## src/rtl/shift_pkg.sv

```systemverilog
// Shared types and default widths for the shift sweep generator.
package shift_pkg;

  typedef enum logic {
    IDLE = 1'b0,
    RUN  = 1'b1
  } sweep_state_t;

  localparam int SHIFT_WIDTH = 8;
  localparam int SHIFT_CNT_W = 8;

endpackage

```

## src/rtl/shift_sweep_gen.sv

```systemverilog
// Command-driven (data, shift) beat source feeding a barrel shifter.
// One command launches a sweep of cmd_count beats; shift advances by the
// latched step on every accepted beat and wraps naturally at WIDTH.
//
// state | meaning
// ------+--------------------------------------------------------------
// IDLE  | waiting for a command; cmd_ready high, no beat presented
// RUN   | sweep in progress; beat presented, commands ignored
module shift_sweep_gen
  import shift_pkg::*;
#(
  parameter int WIDTH = SHIFT_WIDTH,
  parameter int SHW   = $clog2(WIDTH),
  parameter int CNT_W = SHIFT_CNT_W
) (
  input  logic             clk,
  input  logic             rst,
  input  logic             cmd_valid,
  output logic             cmd_ready,
  input  logic [WIDTH-1:0] cmd_data,
  input  logic [SHW-1:0]   cmd_start,
  input  logic [SHW-1:0]   cmd_step,
  input  logic [CNT_W-1:0] cmd_count,
  output logic             out_valid,
  input  logic             out_ready,
  output logic [WIDTH-1:0] out_data,
  output logic [SHW-1:0]   out_shift,
  output logic             out_last,
  output logic             busy
);

  sweep_state_t     state;
  logic [SHW-1:0]   step_q;
  logic [CNT_W-1:0] remaining;

  // Status and last-beat flag decode straight from state and counter so the
  // next command is visible the cycle after the final beat is taken.
  assign cmd_ready = (state == IDLE);
  assign busy      = (state == RUN);
  assign out_last  = out_valid && (remaining == CNT_W'(1));

  // Sweep sequencer: latch a command, then step shift and count down beats.
  always_ff @(posedge clk or posedge rst) begin
    if (rst) begin
      state     <= IDLE;
      out_valid <= 1'b0;
      out_data  <= '0;
      out_shift <= '0;
      step_q    <= '0;
      remaining <= '0;
    end else begin
      case (state)
        IDLE: begin
          // A zero-count command is consumed here without producing a beat.
          if (cmd_valid && (cmd_count != '0)) begin
            out_data  <= cmd_data;
            out_shift <= cmd_start;
            step_q    <= cmd_step;
            remaining <= cmd_count;
            out_valid <= 1'b1;
            state     <= RUN;
          end
        end
        RUN: begin
          if (out_valid && out_ready) begin
            out_shift <= out_shift + step_q;
            remaining <= remaining - CNT_W'(1);
            if (remaining == CNT_W'(1)) begin
              out_valid <= 1'b0;
              state     <= IDLE;
            end
          end
        end
        default: begin
          state     <= IDLE;
          out_valid <= 1'b0;
        end
      endcase
    end
  end

endmodule

```

## config.mk

```make
export PLATFORM = sky130hd
export DESIGN_NAME = shift_sweep_gen
export DESIGN_NICKNAME = d
export VERILOG_FILES = /design/src/rtl/shift_pkg.sv /design/src/rtl/shift_sweep_gen.sv
export SDC_FILE = /design/constraint.sdc
export NUM_CORES = 1
export LEC_CHECK = 0
export CAP_MARGIN = 20
export CELL_PAD_IN_SITES_DETAIL_PLACEMENT = 1
export CELL_PAD_IN_SITES_GLOBAL_PLACEMENT = 1
export CORE_MARGIN = 2
export CORE_UTILIZATION = 34
export DETAILED_ROUTE_END_ITERATION = 7
export PLACE_DENSITY = 0.77
export SLEW_MARGIN = 20
export SYNTH_ARGS = -nofsm -noshare
export SYNTH_HDL_FRONTEND = slang
export SYNTH_SLANG_ARGS = --single-unit
```

## constraint.sdc

```tcl
create_clock -name clk -period 1.8 [get_ports clk]
set_input_delay 0.18 -clock clk [delete_from_list [all_inputs] [get_ports clk]]
set_output_delay 0.18 -clock clk [all_outputs]
set_load 0.05 [all_outputs]
```

==> metrics.log <==
INFO  metric syn-num-nets = 141
INFO  metric critPathCaptureType = output pin
INFO  metric antenna_violating_nets_post_route = 0
INFO  metric regToRegStartpoint = out_shift[0]
INFO  metric grt_overflow_total = 0
INFO  metric dr.first_iter.drc_count = 23
INFO  metric drt_pre_antenna_iters = 4
INFO  metric drc = 0
INFO  metric layout_min_cycle_time = 1740 ps
INFO  metric yosys.area_share.xor_xnor = less than 1%
INFO  metric total_power = 3.36 mW
INFO  metric combPwrFrac = 59.3%
INFO  metric routed_wl = around 3400 um
INFO  metric synthAdderAreaFrac = 4.60%
INFO  metric setup.worst_path.class = register to output pin
INFO  metric timing.rr.end = out_shift[2]
INFO  metric timing.fmax = ~0.57 GHz
INFO  metric clk_root_buffer_cell = clkbuf_8
INFO  metric postCtsSetupRepairBufs = 0
INFO  metric share_seq_of_total_power = 31.0%
INFO  metric yosysSeqAreaShare = 48.0%
INFO  metric tightest_slew = approximately 500 ps
INFO  metric post_synthesis_cell_area = roughly 1300 um2
INFO  metric globalplace.congestion = 0.749
INFO  metric dieWidth = 64.7 um
INFO  metric clkPwrFrac = between 9 and 10%
INFO  metric fp.dieArea = between 4000 and 5000 um2
INFO  metric power.share.switching = 45.6%
INFO  metric numCtsBuffers = 3
INFO  metric synth-compound-area-share = 16.1%
INFO  metric final_nets = roughly 200
INFO  metric worst_hold_path_type = input pin to asynchronous set/reset pin
INFO  metric fillers = about 400
INFO  metric crit_path_start_kind = register
INFO  metric coreArea = about 3600 um2
INFO  metric initial_core_util = roughly a third
INFO  metric synth_top_family_by_area = compound AO/OA/AOI/OAI gates
INFO  metric net-switching-power = 1.53 mW
INFO  metric finalClockSkew = 3.50 ps
INFO  metric p_leak = 0.789 nW
INFO  metric timing.final.setup_violations = 0
INFO  metric cts-hold-fix-buffers = 0
INFO  metric yosys.cell_types.count = 35
INFO  metric route.vias.total = 1,104
INFO  metric tritoncts = built
INFO  metric synthSimpleGateAreaFrac = roughly 14%
INFO  metric grt_first_pass_wirelength = 5640 um
INFO  metric dpl.cell_count = 211
INFO  metric worst_slew_margin_rel = 66.2%
INFO  metric n_antenna_cell = 0
INFO  metric synth.avg_cell_area = 11.3 um2
INFO  metric timing_hold_violations_final = 0
INFO  metric clock_tree.htree_level_count = 1
INFO  metric die_h = 64.7 um
INFO  metric avgViaCountPerCell = between 5 and 6
INFO  metric cts_buffer_depth = 2
INFO  metric antenna_violations_before_repair = 0
INFO  metric internal-power = 1.82 mW
INFO  metric grtUsageTotal = between 10% and 20%
INFO  metric arrival = 1560 ps
INFO  metric ir_worst_vdd = 0.794 mV
INFO  metric grt_start_max_net_pins = 25
INFO  metric postSynthCellCount = 111
INFO  metric power.density = 1800 nW/um2
INFO  metric place_hpwl = about 2700 um
INFO  metric fin_tns_setup = 0 ps
INFO  metric worst_setup_path_startpoint = remaining[4]
INFO  metric rsz0062_at_grt = no
INFO  metric post_cts_resize_count = 0
INFO  metric worst_ep_required_time = 1620 ps
INFO  metric outcome = complete, no violations
INFO  metric rr_worst_depth = 6
INFO  metric clk_transition_reported_paths = 80 ps
INFO  metric clkSinkCount = 24
INFO  metric io-pin-count = 41
INFO  metric final_layout_size_suffix_gt1_share = between 20 and 30%
INFO  metric r2r_slack = 90 ps
INFO  metric layoutNonFillerInstCount = around 220
INFO  metric finalInstanceArea = around 1900 um2
INFO  metric postSynthRegisterBits = 24
INFO  metric number_of_global_route_vias_before_repair = about 1,200
INFO  metric timing.final.max_slew_violations = 0
INFO  metric detailed_place.area = ~1800 um2
INFO  metric placement_rows = 22
INFO  metric clock_latency_on_the_worst_skew_pair = 260 ps
INFO  metric ys.warnings.count = 0
INFO  metric muxShareOfSynthArea = approximately 12%
INFO  metric avg_wl_per_cell = 15.6 um
INFO  metric max_cap_viol_count = 0
INFO  metric period_share = 96.9%
INFO  metric area_growth = 49.1%
INFO  metric cp_max_fo = 4
INFO  metric portBuffers = 40
==> layout make-up <==
cell class / count / area, um2 / area share [%]
sequential: 24 / 602 / 32.3
clock buffer: 4 / 45.0 / 2.41
tap: 48 / 60.1 / 3.22
timing repair buffer: 56 / 538 / 28.8
inverter: 6 / 23.8 / 1.27
multi-input combinational: 77 / 597 / 32.0
==> flip-flops by register name (all words and copies together) (netlist names) <==
signal	flops
out_data	8
out_shift	3
step_q	3
busy	1
remaining	8
out_valid	1
==> through the flow <==
stage / worst slack (ps) / utilization [%] / hold slack, ps
after CTS: 36.2 / 51.7 / 278
after global routing: 0.927 / 51.7 / 298
final: 55.8 / 51.7 / 265
after detailed placement: -137 / 50.5 / 490
after global placement: -92.5 / 50.5 / 487
after floorplan: -21.4 / - / 195
==> synthesized netlist by cell type <==
library cell	count	area, um2
o2bb2ai_1	1	8.76
a31oi_1	1	6.26
nand4b_1	1	8.76
dfrtp_1	24	601
a211o_2	1	10.0
clkbuf_1	1	3.75
nor3_1	3	15.0
nor3b_1	2	15.0
or3_1	1	6.26
ha_1	3	37.5
o31ai_1	1	7.51
o21ai_0	10	50.1
a32oi_1	1	8.76
nand2_1	3	11.3
buf_6	2	22.5
a21oi_1	5	25.0
fa_1	1	20.0
nand2b_1	1	6.26
o41ai_1	1	8.76
nand3_1	5	25.0
mux2_2	11	124
xnor2_1	1	8.76
mux2i_1	3	30.0
and4_1	1	8.76
inv_1	5	18.8
clkinv_1	1	3.75
and3_1	2	12.5
nor2b_1	3	18.8
a211oi_4	1	20.0
o221a_2	3	33.8
o22ai_1	2	12.5
nor4_2	2	25.0
a221o_1	1	10.0
nor2_1	6	22.5
buf_2	1	5.00
==> cells in the final DEF (no fill, tap or decap), types with 2 or more instances in the layout <==
| master | n |
|---|---|
| dfrtp_1 | 23 |
| mux2_2 | 11 |
| nor4_2 | 2 |
| nor2b_1 | 3 |
| inv_1 | 5 |
| nor3b_1 | 2 |
| nand2_1 | 3 |
| clkbuf_8 | 3 |
| nor3_1 | 3 |
| o22ai_1 | 2 |
| o21ai_0 | 10 |
| buf_12 | 2 |
| nor2_1 | 6 |
| mux2i_1 | 3 |
| ha_1 | 3 |
| buf_4 | 17 |
| clkdlybuf4s50_1 | 37 |
| nand3_1 | 5 |
| a21oi_1 | 5 |
| and3_1 | 2 |
| o221a_2 | 3 |
==> layer usage <==
metal / wire, um / share of wire (%) / global-route usage, %
met1: 1450 / 43 / 21.0
met4: 32 / 0.96 / 4.52
met3: 156 / 4.7 / 4.17
met5: 0 / 0 / 0
met2: 1710 / 51 / 31.8
==> worst max-delay path by stage <==
stage	endpoint
global route	out_last
finish	out_last
global placement	out_data[7]
floorplan	remaining[4]
detailed placement	out_data[7]
CTS	out_last
==> logic make-up after synthesis <==
kind of cell / after synthesis
and+or+nand+nor: 30
muxes: 14
adders and majority gates: 4
DFF: 24
xor gates and xnor gates: 1
AOI/OAI and AO/OA: 28
buffers and inverters: 10
==> power groups by stage <==
| stage | Clock, mW | Combinational, mW | Sequential [mW] |
|---|---|---|---|
| after floorplan | 0 | 0.806 | 1.50 |
| final | 0.325 | 1.99 | 1.04 |
| after global placement | 0 | 1.93 | 1.03 |
| after detailed placement | 0 | 2.00 | 1.05 |
| after global routing | 0.363 | 2.14 | 1.08 |
| after CTS | 0.341 | 2.01 | 1.04 |
==> worst max-delay path, stage by stage, from the launching register on <==
cell      delay, ps
dfrtp_1         430
nor3_1          260
nand4b_1        210
nor2_1          240
buf_12          170
Power figures use the tool's default switching activity.
